### src/rtl/src_ctrl.sv
// src_ctrl: source-side stream controller; writes a DEPTH-word frame into the local buffer,
// pulses s_fin_out to start the core, then holds the source off until comp_done. Option: SRC_LAST_EN.
module src_ctrl #(
   parameter int DEPTH = 8,
   parameter int AW    = 3
) (
   input  logic          clk,
   input  logic          rst,
   input  logic          run,
   input  logic          src_valid,
   input  logic          src_last,
   input  logic          comp_done,
   output logic          src_ready,
   output logic          stream_v,
   output logic [AW-1:0] stream_a,
   output logic          s_fin_out,
   output logic [AW:0]   s_len
);

   typedef enum logic [1:0] {IDLE, RECV, WAIT} state_t;

   localparam logic [AW:0] LAST_ADDR = (AW+1)'(DEPTH - 1);

   state_t      state;
   state_t      state_next;
   logic [AW:0] cnt;
   logic        fin_q;
   logic        accept;
   logic        final_accept;
   logic        clear;

   assign clear  = rst | ~run;
   assign accept = src_valid & (state == RECV);

`ifdef SRC_LAST_EN
   assign final_accept = accept & ((cnt == LAST_ADDR) | src_last);
`else
   logic unused_src_last;
   assign unused_src_last = src_last;
   assign final_accept    = accept & (cnt == LAST_ADDR);
`endif

   always_ff @(posedge clk) begin
      if (clear)
         state <= IDLE;
      else
         state <= state_next;
   end

   always_comb begin
      state_next = state;
      case (state)
         IDLE:    state_next = RECV;
         RECV:    if (final_accept) state_next = WAIT;
         WAIT:    if (comp_done) state_next = IDLE;
         default: state_next = IDLE;
      endcase
   end

   // fin_q is set by the final accept, so it is high for exactly the first WAIT cycle
   always_ff @(posedge clk) begin
      if (clear) begin
         cnt   <= '0;
         s_len <= '0;
         fin_q <= 1'b0;
      end else begin
         fin_q <= final_accept;
         case (state)
            IDLE: cnt <= '0;
            RECV: begin
               if (accept)
                  cnt <= cnt + 1'b1;
               if (final_accept)
                  s_len <= cnt + 1'b1;
            end
            WAIT: if (comp_done) cnt <= '0;
            default: cnt <= '0;
         endcase
      end
   end

   always_comb begin
      src_ready = (state == RECV);
      stream_v  = accept;
      stream_a  = cnt[AW-1:0];
      s_fin_out = fin_q;
   end

endmodule

### config.mk
export PLATFORM = sky130hd
export DESIGN_NAME = src_ctrl
export DESIGN_NICKNAME = d
export VERILOG_FILES = /design/src/rtl/src_ctrl.sv
export SDC_FILE = /design/constraint.sdc
export NUM_CORES = 1
export LEC_CHECK = 0
export CELL_PAD_IN_SITES_DETAIL_PLACEMENT = 0
export CELL_PAD_IN_SITES_GLOBAL_PLACEMENT = 2
export CORE_MARGIN = 5
export CORE_UTILIZATION = 24
export DETAILED_ROUTE_END_ITERATION = 16
export PLACE_DENSITY = 0.71
export SETUP_SLACK_MARGIN = 0.15
export SLEW_MARGIN = 10
export SYNTH_ARGS = -nofsm -noshare
export SYNTH_HDL_FRONTEND = slang
export SYNTH_SLANG_ARGS = --single-unit
### constraint.sdc
create_clock -name clk -period 2.1 [get_ports clk]
set_clock_uncertainty 0.1 [all_clocks]
set_input_delay 0.315 -clock clk [delete_from_list [all_inputs] [get_ports clk]]
set_output_delay 0.315 -clock clk [all_outputs]
set_load 0.01 [all_outputs]
==> summary.txt <==
Clocking
  • Clock sinks: 11
  • Post-CTS Setup Inserts: 0
  • TritonCTS Buffers: 3
  • Post-CTS resize count: 1
  • TritonCTS clock tree: done
  • Clock root buffer: clkbuf_4
  • Maximum clock insertion buffer count: 2
  • Max H-tree Level: 1
  • Clock slew at reported path FFs: 0.07 ns
  • Skew-Pair Late Insertion Delay: approximately 0.26 ns
  • CTS hold repair buffers: 0

STA
  • Slew margin rel.: 0.694
  • Final setup viols: 0
  • RSZ-0062 raised after global routing: no
  • Setup TNS: 0 ns
  • Max Freq: between 500 and 600 MHz
  • Final Hold Viols: 0
  • Worst-Margin Slew: around 0.46 ns
  • Min cycle time layout: between 1.5 and 2 ns
  • Fin. max-slew vios: 0
  • Crit share post-route: 0.853

Placement
  • PortBufs: 14
  • Final HPWL DP: 784 um
  • Routability cong.: 0.747

Synth
  • Async SR Flop Fraction: 0
  • Seq cells post-synth: 11
  • Synthesized area: 485 um2
  • Top cell type's share of synthesized area: 0.454
  • Synth cell count leaders: dfxtp_1 (11), nor2_1 (7), a21oi_1 (4)
  • Library cells used by synthesis: 25
  • Yosys Warn Count: 0
  • Post-synth top flop: dfxtp_1
  • Net Count, Synth: 59
  • Synthesized netlist cell count: 52
  • Area contributors post-synth: dfxtp_1 (45%), nor2_1 (5.4%), buf_4 (4.6%)
  • Syn_area_per_cell: 9.34 um2
  • Yosys top cell by area: dfxtp_1
  • Sequential-to-total area share from yosys stat: 0.454
  • Count leader, synth: dfxtp_1
  • EDFF count, synth: 0

Global route
  • Number of global-route vias before repair: 441
  • Global route overflow: 0
  • Initial antenna violation count: 0
  • First-pass GRT wire length: 1900 um
  • Largest net degree at the start of global routing: 12
  • Global Route Usage Sum: 0.0905

Power and ir drop
  • PwrDens: 567 nW/um2
  • Leak Pwr: 0.000244 uW
  • Peak VDD IR: 0.000267 V

Worst setup path
  • Worst setup SP type: register
  • Worst r2r src: cnt[1]
  • Crit path from: state[1]
  • Worst Setup End Kind: output port
  • CP Class: register to output port
  • R2r setup slk: 0.43 ns
  • CP Data Required Time: between 1.5 and 2 ns
  • Reg-to-reg endpoint: s_len[0]
  • Crit path DAT: 1.38 ns
  • Max Fanout on Critical Path: 5
  • R2R depth: 5

Finish
  • Nets@finish: 76
  • N_diodes: 0
  • Finished Core Util: 0.348
  • Multi-input logic area: 226 um2
  • Filler cells: 227
  • Area grow syn2layout: 39.2%
  • Register Area: ~220 um2
  • Layout cells sized above 1: 0.147

Worst hold path
  • Worst hold stages: 1
  • Hold_sp: state[1]
  • WHS Endpoint: state[0]
  • Min-Delay Path Class: register to register

Detailed routing
  • Met3 Wirelength: 84 um
  • Routed vias: 424
  • Vias per inst: 4.46
  • Metal1 wirelength: 486 um
  • Number of nets with antenna violations after routing: 0
  • WL/cell: 11.0 um
  • Top layer used by detailed routing: met3
  • Routed wire length: 1050 um
  • Met2 Wirelength: around 480 um
  • Pre-antenna DRT Iters: 3
  • # DRC: 0
  • DRT iter0 DRCs: 1

Die
  • # rows: 16
  • Die ar.: 3020 um2
  • Die height: around 55 um
  • Core area: 1940 um2
  • # IOs: 16
  • Initial Util: 0.250
  • Die X: about 55 um

Flow run
  • Max-cap viol count: 0

Run status
  • Status: complete, no violations
-- per-layer routing --
metal,global-route usage,vias up
met5,0,-
met2,0.146,11
met4,0.0243,0
li1,-,215
met3,0.0536,0
met1,0.101,198
-- cells by family (layout without fill, tap and decap cells) --
| kind of cell | after synthesis | after routing | share of synthesized area |
|---|---|---|---|
| simple gates | 21 | 21 | 0.265 |
| fa+ha+maj | 1 | 1 | 0.0258 |
| flops | 11 | 11 | 0.454 |
| xor+xnor | 1 | 1 | 0.0180 |
| buf+inv | 7 | 23 | 0.0799 |
| compound gates | 10 | 10 | 0.137 |
| mux | 1 | 1 | 0.0206 |
-- sequential cells by signal, summed over array words and instances (netlist names) --
name       cells
s_fin_out      1
state          2
cnt            4
s_len          4
-- stage by stage --
stage | setup WS [ns] | hold WS [ns] | std cells | cell area [um2] | power, uW
after global placement | 0.147 | 0.325 | 91 | 651 | 245
final | 0.309 | 0.344 | 95 | 676 | 383
after floorplan | 0.554 | 0.316 | 52 | 485 | 230
after CTS | 0.291 | 0.349 | 95 | 676 | 393
after global routing | 0.226 | 0.368 | 95 | 676 | 403
after detailed placement | 0.152 | 0.339 | 91 | 651 | 245
-- layout make-up --
cell class | instances | share of cell area
repair buffers | 17 | 0.239
inverters | 2 | 0.0111
well taps | 27 | 0.0500
clock buffers | 4 | 0.0389
multi-input cells | 34 | 0.335
flip-flops and latches | 11 | 0.326
-- worst max-delay path, cell delays in order, from the launching register on --
cell and delay [ns]:
dfxtp_1 0.32, nand2b_4 0.16, inv_1 0.09, clkdlybuf4s50_1 0.54
-- cell usage in the layout, fill, tap and decap left out --
master and n:
dlygate4sd2_1 1, clkbuf_1 1, a21bo_2 1, nand2_1 3, nand2b_4 1, nor3b_1 1
nand3_1 1, a21oi_1 4, mux2i_1 1, a22oi_1 1, nor2_1 7, dfxtp_1 11
a211oi_1 2, or4b_4 1, clkbuf_4 3, ha_1 1, and2_1 1, o21ai_0 1
clkdlybuf4s50_1 13, or3b_1 1, buf_4 3, nor4b_2 1, nor3_1 3, xor2_1 1
a41oi_1 1, inv_1 2, nand2b_1 1
-- worst max path at each step --
stage,endpoint,slack [ns]
final,src_ready,0.31
after CTS,src_ready,0.29
after global routing,src_ready,0.23
after global placement,stream_v,0.15
after floorplan,s_len[0],0.55
after detailed placement,stream_v,0.15
-- where the power goes --
part	leakage (uW)	internal [uW]	switching [uW]
Sequential	0.0000889	210	1.26
Clock	0.0000150	73.5	70.4
Combinational	0.000140	15.4	12.7
Total	0.000244	299	84.4
No activity file was read; power rests on OpenSTA's default activity.
